File: src/rtl/mem_access_ctrl_if.sv
// Pipeline and data-memory signal bundle for mem_access_ctrl.
// slave = controller side, master = pipeline/memory side.
interface mem_access_ctrl_if;
  logic        MEM_R_EN;
  logic        MEM_W_EN;
  logic [31:0] ALU_Result;
  logic [31:0] Val_Rm;
  logic [31:0] Mem_Read_Data;
  logic        Ready;
  logic        Freeze;
  logic        Error;
  logic [31:0] Mem_Address;
  logic [31:0] Mem_Write_data;
  logic        Mem_R_EN_o;
  logic        Mem_W_EN_o;
  logic [31:0] Mem_Data;

  modport slave (
    input  MEM_R_EN, MEM_W_EN, ALU_Result, Val_Rm, Mem_Data,
    output Mem_Read_Data, Ready, Freeze, Error,
           Mem_Address, Mem_Write_data, Mem_R_EN_o, Mem_W_EN_o
  );

  modport master (
    output MEM_R_EN, MEM_W_EN, ALU_Result, Val_Rm, Mem_Data,
    input  Mem_Read_Data, Ready, Freeze, Error,
           Mem_Address, Mem_Write_data, Mem_R_EN_o, Mem_W_EN_o
  );
endinterface

File: src/rtl/mem_access_ctrl.sv
// Multi-cycle data-memory access controller: IDLE -> ACCESS (WAIT_CYCLES) -> DONE.
// Optional MEM_RANGE_CHECK_EN adds out-of-window detection with Error reporting.
module mem_access_ctrl #(
  parameter int unsigned WAIT_CYCLES = 1,
  parameter logic [31:0] ADDR_BASE   = 32'd1024
) (
  input  logic              clk,
  input  logic              rst,
  mem_access_ctrl_if.slave  bus
);

  localparam logic [1:0] S_IDLE   = 2'd0;
  localparam logic [1:0] S_ACCESS = 2'd1;
  localparam logic [1:0] S_DONE   = 2'd2;

  logic [1:0]  state_q, state_d;
  logic [3:0]  cnt_q, cnt_d;
  logic [7:0]  idx_q, idx_d;
  logic [31:0] wdata_q, wdata_d;
  logic        wr_q, wr_d;
  logic [31:0] rdata_q, rdata_d;
  logic        ready_q, ready_d;
  logic        req_s;
  logic        in_access_s;
  logic        last_s;
  logic        oor_s;

`ifdef MEM_RANGE_CHECK_EN
  logic        oor_q, oor_d;
  logic        err_q, err_d;
  assign oor_s = oor_q;
`else
  assign oor_s = 1'b0;
`endif

  assign req_s       = bus.MEM_R_EN | bus.MEM_W_EN;
  assign in_access_s = (state_q == S_ACCESS);
  assign last_s      = in_access_s && (cnt_q == 4'd0);

  // Next-state and datapath capture logic
  always_comb begin
    state_d = state_q;
    cnt_d   = cnt_q;
    idx_d   = idx_q;
    wdata_d = wdata_q;
    wr_d    = wr_q;
    rdata_d = rdata_q;
    ready_d = 1'b0;
`ifdef MEM_RANGE_CHECK_EN
    oor_d   = oor_q;
    err_d   = err_q;
`endif
    case (state_q)
      S_IDLE: begin
        if (req_s) begin
          state_d = S_ACCESS;
          cnt_d   = 4'(WAIT_CYCLES - 1);
          idx_d   = 8'((bus.ALU_Result - ADDR_BASE) >> 2);
          wdata_d = bus.Val_Rm;
          // Both enables high resolves to a write
          wr_d    = bus.MEM_W_EN;
`ifdef MEM_RANGE_CHECK_EN
          oor_d   = (bus.ALU_Result < ADDR_BASE) ||
                    (bus.ALU_Result >= (ADDR_BASE + 32'd1024));
          err_d   = 1'b0;
`endif
        end else begin
          state_d = S_IDLE;
        end
      end
      S_ACCESS: begin
        if (cnt_q == 4'd0) begin
          state_d = S_DONE;
          ready_d = 1'b1;
          if (!wr_q) begin
            rdata_d = oor_s ? 32'd0 : bus.Mem_Data;
          end else begin
            rdata_d = rdata_q;
          end
`ifdef MEM_RANGE_CHECK_EN
          err_d   = oor_q;
`endif
        end else begin
          cnt_d = cnt_q - 4'd1;
        end
      end
      S_DONE: begin
        state_d = S_IDLE;
      end
      default: begin
        state_d = S_IDLE;
      end
    endcase
  end

  // State and datapath registers
  always_ff @(posedge clk or negedge rst) begin
    if (!rst) begin
      state_q <= S_IDLE;
      cnt_q   <= 4'd0;
      idx_q   <= 8'd0;
      wdata_q <= 32'd0;
      wr_q    <= 1'b0;
      rdata_q <= 32'd0;
      ready_q <= 1'b0;
`ifdef MEM_RANGE_CHECK_EN
      oor_q   <= 1'b0;
      err_q   <= 1'b0;
`endif
    end else begin
      state_q <= state_d;
      cnt_q   <= cnt_d;
      idx_q   <= idx_d;
      wdata_q <= wdata_d;
      wr_q    <= wr_d;
      rdata_q <= rdata_d;
      ready_q <= ready_d;
`ifdef MEM_RANGE_CHECK_EN
      oor_q   <= oor_d;
      err_q   <= err_d;
`endif
    end
  end

  assign bus.Freeze         = ((state_q == S_IDLE) && req_s) || in_access_s;
  assign bus.Ready          = ready_q;
  assign bus.Mem_Read_Data  = rdata_q;
  assign bus.Mem_Address    = in_access_s ? {24'd0, idx_q} : 32'd0;
  assign bus.Mem_Write_data = in_access_s ? wdata_q : 32'd0;
  assign bus.Mem_R_EN_o     = in_access_s && !wr_q;
  // Single write strobe in the final ACCESS cycle, suppressed when out of range
  assign bus.Mem_W_EN_o     = last_s && wr_q && !oor_s;
`ifdef MEM_RANGE_CHECK_EN
  assign bus.Error          = err_q;
`else
  assign bus.Error          = 1'b0;
`endif

endmodule

File: src/flat_wrapper.sv
// flat-port wrapper written by rule: the top's interface ports become plain ports
module mem_access_ctrl_flat 
#(
  parameter int unsigned WAIT_CYCLES = 1,
  parameter logic [31:0] ADDR_BASE   = 32'd1024
)
  (clk, rst, bus_MEM_R_EN, bus_MEM_W_EN, bus_ALU_Result, bus_Val_Rm, bus_Mem_Data, bus_Mem_Read_Data, bus_Ready, bus_Freeze, bus_Error, bus_Mem_Address, bus_Mem_Write_data, bus_Mem_R_EN_o, bus_Mem_W_EN_o);
  mem_access_ctrl_if bus_i ();
  input  logic clk;
  input  logic rst;
  input wire logic [$bits(bus_i.MEM_R_EN)-1:0] bus_MEM_R_EN;
  input wire logic [$bits(bus_i.MEM_W_EN)-1:0] bus_MEM_W_EN;
  input wire logic [$bits(bus_i.ALU_Result)-1:0] bus_ALU_Result;
  input wire logic [$bits(bus_i.Val_Rm)-1:0] bus_Val_Rm;
  input wire logic [$bits(bus_i.Mem_Data)-1:0] bus_Mem_Data;
  output wire logic [$bits(bus_i.Mem_Read_Data)-1:0] bus_Mem_Read_Data;
  output wire logic [$bits(bus_i.Ready)-1:0] bus_Ready;
  output wire logic [$bits(bus_i.Freeze)-1:0] bus_Freeze;
  output wire logic [$bits(bus_i.Error)-1:0] bus_Error;
  output wire logic [$bits(bus_i.Mem_Address)-1:0] bus_Mem_Address;
  output wire logic [$bits(bus_i.Mem_Write_data)-1:0] bus_Mem_Write_data;
  output wire logic [$bits(bus_i.Mem_R_EN_o)-1:0] bus_Mem_R_EN_o;
  output wire logic [$bits(bus_i.Mem_W_EN_o)-1:0] bus_Mem_W_EN_o;
  assign bus_i.MEM_R_EN = bus_MEM_R_EN;
  assign bus_i.MEM_W_EN = bus_MEM_W_EN;
  assign bus_i.ALU_Result = bus_ALU_Result;
  assign bus_i.Val_Rm = bus_Val_Rm;
  assign bus_i.Mem_Data = bus_Mem_Data;
  assign bus_Mem_Read_Data = bus_i.Mem_Read_Data;
  assign bus_Ready = bus_i.Ready;
  assign bus_Freeze = bus_i.Freeze;
  assign bus_Error = bus_i.Error;
  assign bus_Mem_Address = bus_i.Mem_Address;
  assign bus_Mem_Write_data = bus_i.Mem_Write_data;
  assign bus_Mem_R_EN_o = bus_i.Mem_R_EN_o;
  assign bus_Mem_W_EN_o = bus_i.Mem_W_EN_o;
  mem_access_ctrl #(.WAIT_CYCLES(WAIT_CYCLES), .ADDR_BASE(ADDR_BASE)) u_core (.clk(clk), .rst(rst), .bus(bus_i));
endmodule
File: config.mk
export PLATFORM = sky130hd
export DESIGN_NAME = mem_access_ctrl_flat
export DESIGN_NICKNAME = d
export VERILOG_FILES = /design/src/rtl/mem_access_ctrl_if.sv /design/src/rtl/mem_access_ctrl.sv /design/src/flat_wrapper.sv
export SDC_FILE = /design/constraint.sdc
export NUM_CORES = 1
export LEC_CHECK = 0
export ABC_AREA = 0
export CAP_MARGIN = 15
export CORE_MARGIN = 5
export CORE_UTILIZATION = 35
export CTS_CLUSTER_DIAMETER = 80
export DETAILED_ROUTE_END_ITERATION = 8
export GPL_TIMING_DRIVEN = 0
export PLACE_DENSITY = 0.8
export SLEW_MARGIN = 25
export SYNTH_ARGS = -nofsm -noshare
export SYNTH_HDL_FRONTEND = slang
export SYNTH_SLANG_ARGS = --single-unit
File: constraint.sdc
create_clock -name clk -period 2 [get_ports clk]
set_input_delay 0.4 -clock clk [delete_from_list [all_inputs] [get_ports clk]]
set_output_delay 0.4 -clock clk [all_outputs]
set_load 0.02 [all_outputs]
# --- After elaboration in Yosys (flattened, before gate mapping) ---
# Cells that the tools add are included.
totals:
  ff_bits: 80
  inputBits: 100
  output_inout_bits: 101
  wordCells: 37
op_classes:
  addsub: 2
  n_eq_ne: 4
  mux: 10
  bitwise: 2
  reduce_logical: 12
ops:
  columns: ["cell", "count"]
  rows:
  - ["32-bit two-way mux", 1]
  - ["10-bit by 1-bit subtractor with 10-bit output (second input constant)", 1]
  - ["4-bit two-way mux", 2]
  - ["8-bit two-way mux", 1]
  - ["4-bit one-hot mux with 2 select lines", 1]
  - ["3-bit AND reduction", 2]
  - ["1-bit logical AND", 4]
  - ["4-bit logical NOT", 1]
  - ["2-bit != test (second input constant)", 2]
  - ["2-bit one-hot mux with 2 select lines", 1]
  - ["4-bit by 1-bit subtractor with 4-bit output (second input constant)", 1]
  - ["1-bit two-way mux", 3]
  - ["2-bit by 1-bit == test with 1-bit output (second input constant)", 1]
  - ["2-bit logical NOT", 1]
  - ["2-bit two-way mux", 1]
  - ["2-bit by 1-bit != test with 1-bit output (second input constant)", 1]
  - ["2-bit AND reduction", 1]
  - ["2-bit nonzero test", 1]
  - ["1-bit logical NOT", 1]
  - ["1-bit logical OR", 1]
  - ["1-bit NOT", 1]
  - ["1-bit bitwise OR", 1]

# --- Logic depth before layout (Yosys ltp) ---
depth:
  word_depth: 3
  ltp_mapped: 7

# --- Least setup slack after synthesis ---
# OpenSTA, ideal clock, no wires.
synth_path:
  path_type: "reg2reg"
  start: "register u_core.cnt_q[0]"
  end: "register u_core.rdata_q[0] (netlist: u_core.bus.Mem_Read_Data[0])"
  setup_ns: 0.125
  arrival_ns: 1.893
  path_slack_ns: -0.019
  stages_incl_launch_ff: 8
  n_path_buf: 2
  synth_period_minus_slack_ns: 2.019
  path_cell_list: "dfrtp_1 inv_1 ha_1 or3b_4 or3_1 buf_6 buf_12 mux2_4"
synth_via:
  elab_chain_cells: 2
synth_lines:
  columns: ["element", "line", "rtl"]
  rows:
  - ["start: declaration", "mem_access_ctrl.sv:17", "logic [3:0] cnt_q, cnt_d;"]
  - ["start signal: assignment", "mem_access_ctrl.sv:112", "cnt_q <= cnt_d;"]
  - ["4-bit logical NOT", "mem_access_ctrl.sv:72", "if (cnt_q == 4'd0) begin"]
  - ["3-bit AND reduction (no line)", null, null]
  - ["end signal: assignment", "mem_access_ctrl.sv:116", "rdata_q <= rdata_d;"]
  - ["end: declaration", "mem_access_ctrl.sv:21", "logic [31:0] rdata_q, rdata_d;"]
# Every way passes these cells.
# A chain may end at the register's enable or synchronous reset.

# --- Worst setup path after layout ---
layout_path:
  start: "register u_core.cnt_q[0]"
  end: "register u_core.rdata_q[6] (netlist: u_core.bus.Mem_Read_Data[6])"
# The elaborated chain is that of the path after synthesis.

==> results_dict.tcl <==
set metrics [dict create \
    final_util_pct 59.7 \
    grt_pass1_wl_um 14700 \
    rows 37 \
    synth_area_um2 3660 \
    async_flop_share_pct 100 \
    root_buffer "clkbuf_8" \
    syn_area_per_cell_um2 14.0 \
    wl_um 9160 \
    cp.required_ns 2.21 \
    min_period_ns 2.05 \
    worstPathArrival_ns 2.27 \
    postRouteAntennaNets 0 \
    tightest_slew_ns 0.541 \
    synth_top_family_by_area "multiplexers" \
    post-place-ws_ns -0.519 \
    final_common_cell "clkdlybuf4s50_1" \
    path_clk_slew_ns 0.09 \
    muxShareOfSynthArea_pct 25.5 \
    cap_violations 0 \
    finalMaxSlewViolations 0 \
    synthTopCellsByArea "dfrtp_1, mux2_2, mux2_4" \
    vias 2698 \
    synth-simple-area-share_pct 9.50 \
    drt-vias-per-instance 4.39 \
    synth_compound_area_share_pct 1.43 \
    core-area_um2 10300 \
    grt_pass1_vias 2943 \
    first_pass_iters 4 \
    reg2reg_depth 7 \
    die_x_um 112 \
    leakage_uw 0.00289 \
    synth_edf_count 0 \
    yosys_register_bits 80 \
    nFillCells 826 \
    rsz0062_at_grt "true" \
    ir_drop_mv 0.879 \
    tns_ns -1.19 \
    yosysUniqueCellTypes 29 \
    violations "setup timing" \
    cts.sinks 80 \
    crit_fanout 7 \
    diodes 0 \
    power_uw 11100 \
    initial_core_util_pct 35.6 \
    drcViolationCount 0 \
    synth_fa_ha_area_share_pct 0.683 \
    grt_max_degree 48 \
    timing.slew.headroom_pct 63.9 \
    drt_first_iter_violations 53 \
    fin_skew_ns 0.0134 \
    cts_buffers 9 \
    cts_tree "done" \
    avgRoutedWirePerCell_um 14.9 \
    htreeDepth 3 \
    synth_top_cell_by_area "dfrtp_1" \
    hold_depth 1 \
    p_per_area_nw_per_um2 1810 \
    hpwlAfterDp_um 6580 \
    grtUsageTotal_pct 14.5 \
    finalSetupViolations 31 \
    antenna_found_initial 0 \
    num-nets-final 575 \
    clk_latency_ns 0.34 \
    synth_xor_area_share_pct 0 \
    setup_ws_ns -0.0549 \
    ioPinCount 201 \
    end_kind "flip-flop" \
    drive_gt1_share_pct 49.4 \
    hold_viol_final 0 \
    start_kind "flip-flop" \
    clock_path_buffers 2 \
    final_cell_mix "clkdlybuf4s50_1, dfrtp_1, mux2_2, buf_4, buf_6" \
    place.gp.congestion 0.722 \
    area_delta_synth_final_pct 67.5 \
    ys.flop_type "dfrtp_1" \
    ys.warnings.count 0 \
    hold_class "flip-flop to flip-flop" \
    synthCells 261 \
    io_buffer_count 151 \
    fmax_mhz 487 \
    fin_crit_sh_pct 103 \
    synthDominantCellAreaShare_pct 54.7 \
    path_class "flip-flop to flip-flop" \
    die-area_um2 12600 \
    ys_seq_area_share_pct 54.7 \
    fp.dieH_um 112 \
    status "finished with violations" \
    grt-ovfl-total 0 \
]
path summary, 6_finish.rpt:
| kind | from | end | slack [ns] |
|---|---|---|---|
| max | u_core.cnt_q[0] | u_core.bus.Mem_Read_Data[6] | -0.05 |
| min in group asynchronous | rst | u_core.bus.Mem_Read_Data[12] | 0.55 |
| max reg2reg | u_core.cnt_q[0] | u_core.bus.Mem_Read_Data[6] | -0.05 |
| max in group asynchronous | rst | u_core.state_q[0] | 0.87 |
| min reg2reg | u_core.wdata_q[3] | u_core.wdata_q[3] | 0.51 |
| min | u_core.wdata_q[3] | u_core.wdata_q[3] | 0.51 |
layer usage:
layer | up-vias | part of all wire, % | routed length (um) | GRT usage, %
met4 | 0 | 1.2 | 106 | 4.49
met2 | 122 | 49 | 4470 | 24.3
met3 | 8 | 10 | 940 | 5.39
met5 | - | 0 | 0 | 0
li1 | 1250 | - | - | -
met1 | 1318 | 40 | 3650 | 17.3
flip-flops by register name, indices dropped and copies added (netlist names):
register                  count
u_core.bus.Ready              1
u_core.bus.Mem_Read_Data     32
u_core.state_q                2
u_core.wdata_q               32
u_core.wr_q                   1
u_core.cnt_q                  4
u_core.idx_q                  8
power by group:
group	switching, uW	leakage [uW]	total (uW)	internal, uW
Clock	617	0.0000870	1120	500
Combinational	2920	0.00187	7060	4140
Sequential	464	0.000940	2920	2460
synthesized netlist by cell type (2+ instances only):
cell	n
dfrtp_1	80
a21oi_1	2
mux2_2	43
nor3_1	2
clkbuf_1	8
nand2_1	2
mux2_4	30
buf_4	25
and2_1	40
buf_12	3
inv_1	2
nor2_1	6
ha_1	2
critical path, cell delays in order (launching register included):
cell and delay [ns]:
dfrtp_1 0.40, inv_2 0.09, ha_4 0.13, or3b_4 0.37, or3_4 0.35, buf_12 0.17
buf_12 0.14, mux2_4 0.29
repair_timing:
| action | 4_1_cts | 5_1_grt |
|---|---|---|
| hold buffers | 1 | 0 |
| endpoints found under the setup margin | 105 | 74 |
| gates resized for setup | 231 | 82 |
| pin swaps | 0 | 8 |
| hold endpoints to repair | 3 | 0 |
| cloned | 4 | 1 |
| buffers inserted | 18 | 4 |
layout make-up:
type | instances | area (um^2) | area share [%]
buffer | 35 | 314 | 5.12
clock buffer | 10 | 138 | 2.24
multi-input combinational | 166 | 1590 | 25.9
sequential | 80 | 2000 | 32.7
clock inverter | 6 | 51.3 | 0.836
inverter | 2 | 7.51 | 0.122
timing repair buffer | 179 | 1860 | 30.3
tap | 136 | 170 | 2.77
through the flow:
stage	cell area [um^2]	hold WS, ns	std cells
floorplan	3750	0.104	285
global placement	5430	0.480	572
detailed placement	5460	0.379	573
CTS	5890	0.505	612
global route	6130	0.523	614
finish	6130	0.506	614
kinds of logic (layout without fill, tap and decap cells):
logic type / Yosys count / in the layout
fa+ha+maj: 2 / 2
other cells: 1 / 25
buf+inv: 39 / 232
mux: 73 / 73
flops: 80 / 80
compound gates: 8 / 8
simple gates: 58 / 58
(Power assumes the default switching activity.)
==> edit 1: new RTL, same flow settings <==
Add a define of `MEM_RANGE_CHECK_EN`.
--- a/src/rtl/mem_access_ctrl.sv
+++ b/src/rtl/mem_access_ctrl.sv
@@ -1,5 +1,7 @@
 // Multi-cycle data-memory access controller: IDLE -> ACCESS (WAIT_CYCLES) -> DONE.
 // Optional MEM_RANGE_CHECK_EN adds out-of-window detection with Error reporting.
+`define MEM_RANGE_CHECK_EN
+
 module mem_access_ctrl #(
   parameter int unsigned WAIT_CYCLES = 1,
   parameter logic [31:0] ADDR_BASE   = 32'd1024
Check against the original RTL: not equivalent (a bounded check fails within 4 cycles, from zero or initial values and one cycle with rst low).
==> edit 1 against the unedited design <==
The run ends with hold timing left. Sequential cell count is 2 higher. Utilization down 3.1 points. Non-clock buffer count rose by 7. Worst setup slack improved by 0.11 ns. Sequential share of layout area fell by 1.1 points. Final cell count is 9.4% higher. Critical path depth shrank 2. Synthesized area up 12%. Design area grew 5.9%. Wire length is 19% higher. Total power shrank 23%. Via count grew 10%. Combinational power shrank 42%. Critical path type is now reg -> out. Highest routed layer is now met5.
==> edit 1: results (changes against the unedited design) <==
Logic synthesis
  • Top cells by count, synth: 82 x dfrtp_1, 40 x and2_1, 38 x mux2_4 (was 80 x dfrtp_1, 43 x mux2_2, 40 x and2_1)
  • Synth area leaders: dfrtp_1 50%, mux2_4 14%, mux2_2 9.0%, and2_1 6.1%, nor2b_1 5.0% (was dfrtp_1 55%, mux2_2 13%, mux2_4 12%, and2_1 6.8%, buf_4 5.1%)
  • Share of async-settable or async-resettable flops after synthesis: 100.0% (unchanged)
  • Ys flop type: dfrtp_1 (unchanged)
  • Post-synthesis sequential area ratio: 49.83% (was 54.66%)
  • YS warnings: 0 (unchanged)
  • Post-Synth Adder-Cell Area: 0.3039% (was 0.6833%)
  • Post-synthesis mux area share: 24.16% (was 25.52%)
  • Unique cell type count in the Yosys netlist: 38 (was 29)
  • Synth Area in Compound Gates: 1.337% (was 1.435%)
  • XOR/XNOR Fraction of Synth Area: 0% (unchanged)

Place
  • Area after DPL: 6150 sq um (was 5459 sq um)
  • HPWL Detailed: 8423 um (was 6583 um)
  • RD Place Congestion: 0.7700 (was 0.7215)
  • PortBufs: 174 (was 151)
  • Worst slack at placement: -0.4518 ns (was -0.5193 ns)

Global route
  • Vias in the first global route: 3393 (was 2943)
  • Congestion Overflow GR: 0 (unchanged)
  • Tot GR Track Use: 15.76% (was 14.48%)
  • Largest net degree at the start of global routing: 54 (was 48)
  • Initial antenna violation count: 1 (was 0)
  • First-pass GRT wire length: 17860 um (was 14740 um)

Critical path
  • CP max FO: 5 (was 7)
  • Slowest cell on the critical path: dfrtp_1 (unchanged)
  • Worst EP arrival: 1.54 ns (was 2.27 ns)
  • Slowest cell delay on critical path: 0.43 ns (was 0.40 ns)

Worst hold path
  • Worst min-delay path class: in -> async (was reg -> reg)

Clock tree
  • Reg clk slew, reported paths: 0.06 ns (was 0.09 ns)
  • Max Root-Sink Buffers: 2 (unchanged)
  • TritonCTS Buffers: 9 (unchanged)
  • H-tree levels: 3 (unchanged)
  • Worst skew pair latency: 0.33 ns
  • Clock Tree Root: clkbuf_16 (was clkbuf_8)

Power and ir drop
  • P_int: 5662 uW (was 7095 uW)
  • Max rail drop VDD: 0.0007954 V (was 0.0008788 V)
  • Leak: 0.003024 uW (was 0.002895 uW)

Cells and area
  • Share of layout cells above drive strength 1: 34.97% (was 49.37%)
  • Nets: 625 (was 575)
  • # diodes: 0 (unchanged)

Timing
  • Clock Skew: 0.004222 ns (was 0.01336 ns)
  • Worst slew margin: 63.12% (was 63.92%)
  • Final hold vios: 1 (was 0)
  • Final period util: 97.22% (was 102.7%)
  • Final hold slack: -0.001532 ns (was 0.5065 ns)

Drt
  • Detailed Routing Iterations Pass 1: 4 (unchanged)
  • Routed vias/inst: 4.432 (was 4.394)
  • Initial DRC Count: 61 (was 53)
  • Post-Route WL: 10920 um (was 9162 um)

Outcome
  • Violated checks: hold timing (was setup timing)
  • Status: finished, violations left (unchanged)
-- edit 1: critical path, delay by kind of cell (launching register included) --
family        cells  cell delay [ns]
flops             1             0.43
simple gates      2             0.36
buf+inv           3             0.42
-- edit 1: cell type report --
cell class / instances / area (sq um)
multi-input cells: 207 / 1848
fillers: 954 / 4975
plain buffers: 38 / 367.9
clock buffers: 10 / 229.0
well taps: 143 / 178.9
clock inverters: 6 / 113.9
inverters: 3 / 11.26
flip-flops and latches: 82 / 2052
repair buffers: 183 / 1692
-- edit 1: worst paths after layout --
| kind | from | end | slack [ns] | cells past startpoint |
|---|---|---|---|---|
| max | u_core.state_q[1] | bus_Mem_Write_data[21] | 0.06 | 5 |
| min | rst | u_core.wdata_q[3] | -0.002 | 1 |
| max reg2reg | u_core.cnt_q[0] | u_core.bus.Mem_Read_Data[27] | 0.20 | 6 |
| min reg2reg | u_core.bus.Mem_Read_Data[3] | u_core.bus.Mem_Read_Data[3] | 0.50 | 1 |
| max in group asynchronous | rst | u_core.bus.Mem_Read_Data[24] | 1.40 | 2 |
| min in group clk | u_core.bus.Mem_Read_Data[3] | u_core.bus.Mem_Read_Data[3] | 0.50 | 1 |
-- edit 1: metal layers --
metal	vias to the layer above	track usage [%]	part of all wire, %
met5	-	0	0.18
met4	2	5.528	1.8
met3	18	7.880	13
met2	150	25.98	46
met1	1377	17.70	39
li1	1431	-	-
-- edit 1: through the flow --
stage               TNS [ns]  instances  util, %
global placement     -216.52        648    53.41
CTS                 -0.03638        670    56.31
floorplan                  0        331        -
finish                     0        672    56.62
global route        -0.02662        672    56.62
detailed placement    -16.35        649    53.63
-- edit 1: power by group through the flow --
stage	Sequential (uW)	Combinational (uW)	Clock (uW)
CTS	2510	4060	1950
detailed placement	2510	4130	0
floorplan	2450	2640	0
global placement	2500	4050	0
finish	2520	4120	1890
global route	2590	4410	2030
-- edit 1: logic make-up (layout without fill, tap and decap cells) --
group | Yosys count | count (layout)
other | 1 | 24
AO/OA/AOI/OAI | 8 | 8
flip-flops | 82 | 82
adder cells (fa/ha/maj) | 1 | 1
multiplexers | 76 | 76
buffers and inverters | 42 | 240
AND/OR/NAND/NOR | 98 | 98
-- edit 1: timing repair --
item | 4_1_cts | 5_1_grt
resized for setup | 181 | 22
pin swaps | 0 | 1
cloned | 2 | 0
setup endpoints to repair | 43 | 15
buffers inserted | 4 | 2
==> edit 2: new RTL, same flow settings <==
Without the edit above. Reset style: synchronous (`rst`), changed in one clocked block.
--- a/src/rtl/mem_access_ctrl.sv
+++ b/src/rtl/mem_access_ctrl.sv
@@ -94,7 +94,7 @@
   end
 
   // State and datapath registers
-  always_ff @(posedge clk or negedge rst) begin
+  always_ff @(posedge clk) begin
     if (!rst) begin
       state_q <= S_IDLE;
       cnt_q   <= 4'd0;
Formal check against the unedited RTL: differs if rst is asserted again (counterexample within 4 cycles, from zero or initial values and one cycle with rst low); with rst held inactive, the same outputs for 10 cycles.
==> edit 2 against the unedited design <==
Design area shrank 6.1%. Sequential cell count is the same. Via count grew 33%. Non-clock buffer count grew 2. Synthesized area grew 2.7%. Wire length grew 21%. Worst setup slack gained 0.090 ns.
Power is not compared: it rests on default switching activity, and its combinational part moved more than twofold at a synthesized area within 25%.
==> edit 2: results (changes against the unedited design) <==
Critical path
  • Worst EP arrival: 1.57 ns (was 2.27 ns)
  • CP max FO: 10 (was 7)
  • Slowest cell delay on critical path: 0.36 ns (was 0.40 ns)
  • R2r setup slk: 0.14 ns (was -0.05 ns)
  • Crit path max-delay family: buffers and inverters (was simple AND/OR/NAND/NOR gates)
  • Slowest cell on the critical path: dfxtp_2 (was dfrtp_1)

Logic synthesis
  • Top cells by count, synth: 80 x dfxtp_1, 65 x nand2_1, 43 x o21ai_0 (was 80 x dfrtp_1, 43 x mux2_2, 40 x and2_1)
  • Share of async-settable or async-resettable flops after synthesis: 0% (was 100.0%)
  • Post-synthesis sequential area ratio: 42.58% (was 54.66%)

Worst hold path
  • Worst min-delay path class: in -> reg (was reg -> reg)
  • Hold Path Cell Cnt: 2 (was 1)

Global route
  • First-pass GRT wire length: 17230 um (was 14740 um)
  • Largest net degree at the start of global routing: 15 (was 48)
  • Tot GR Track Use: 16.44% (was 14.48%)

Timing
  • Clock Skew: 0.01050 ns (was 0.01336 ns)
  • Setup WS post-layout: 0.03475 ns (was -0.05488 ns)
  • Worst slew margin: 61.57% (was 63.92%)
  • Final hold slack: 0.4417 ns (was 0.5065 ns)

Outcome
  • Status: complete, no violations (was finished, violations left)

Cells and area
  • Nets: 726 (was 575)
  • Finished Layout Cells: 766 (was 614)

Place
  • PortBufs: 150 (was 151)
  • Worst slack at placement: -0.8724 ns (was -0.5193 ns)
  • Placed cell count: 748 (was 573)

Drt
  • Initial DRC Count: 96 (was 53)
  • Post-Route WL: 11050 um (was 9162 um)
  • Via count: 3578 (was 2698)
==> edit 2: power by group <==
group	internal [uW]	switching, uW	total, uW
Sequential	1710	54.8	1770
Combinational	466	478	943
Clock	615	618	1230
Total	2790	1150	3940
==> edit 2: cell type report <==
cell class / count / area [sq um] / share of cell area, %
Multi-Input combinational cell: 315 / 1852 / 32.15
Timing Repair Buffer: 153 / 1470 / 25.53
Tap cell: 136 / 170.2 / 2.955
Buffer: 63 / 445.4 / 7.734
Inverter: 3 / 11.26 / 0.1955
Clock buffer: 10 / 137.6 / 2.390
Clock inverter: 6 / 68.82 / 1.195
Sequential cell: 80 / 1604 / 27.85
==> edit 2: path summary, 6_finish.rpt <==
check / startpoint / end
setup / recovery: u_core.state_q[0] / bus_Mem_Write_data[24]
hold / removal: rst / u_core.idx_q[3]
setup reg to reg: u_core.cnt_q[1] / u_core.bus.Mem_Read_Data[10]
hold reg to reg: u_core.bus.Mem_Read_Data[4] / u_core.bus.Mem_Read_Data[4]
==> edit 2: what timing repair did <==
item / in CTS / in global routing
pin swaps: 0 / 1
setup buffers: 2 / 1
hold buffers: 0 / 0
endpoints found under the setup margin: 43 / 43
resized for setup: 122 / 33
==> edit 2: cells by family after synthesis <==
group,after synthesis,synth area share [%]
simple gates,165,22.22
compound gates,92,15.34
flops,80,42.58
buf+inv,67,10.91
mux,32,8.516
fa+ha+maj,1,0.3326
other cells,1,0.09970
==> edit 2: metal layers <==
metal	GRT usage, %	up-vias	share of wire [%]
li1	-	1787	-
met1	18.71	1647	41
met2	27.40	135	46
met3	8.329	9	12
met4	4.087	0	0.84
met5	0	-	0
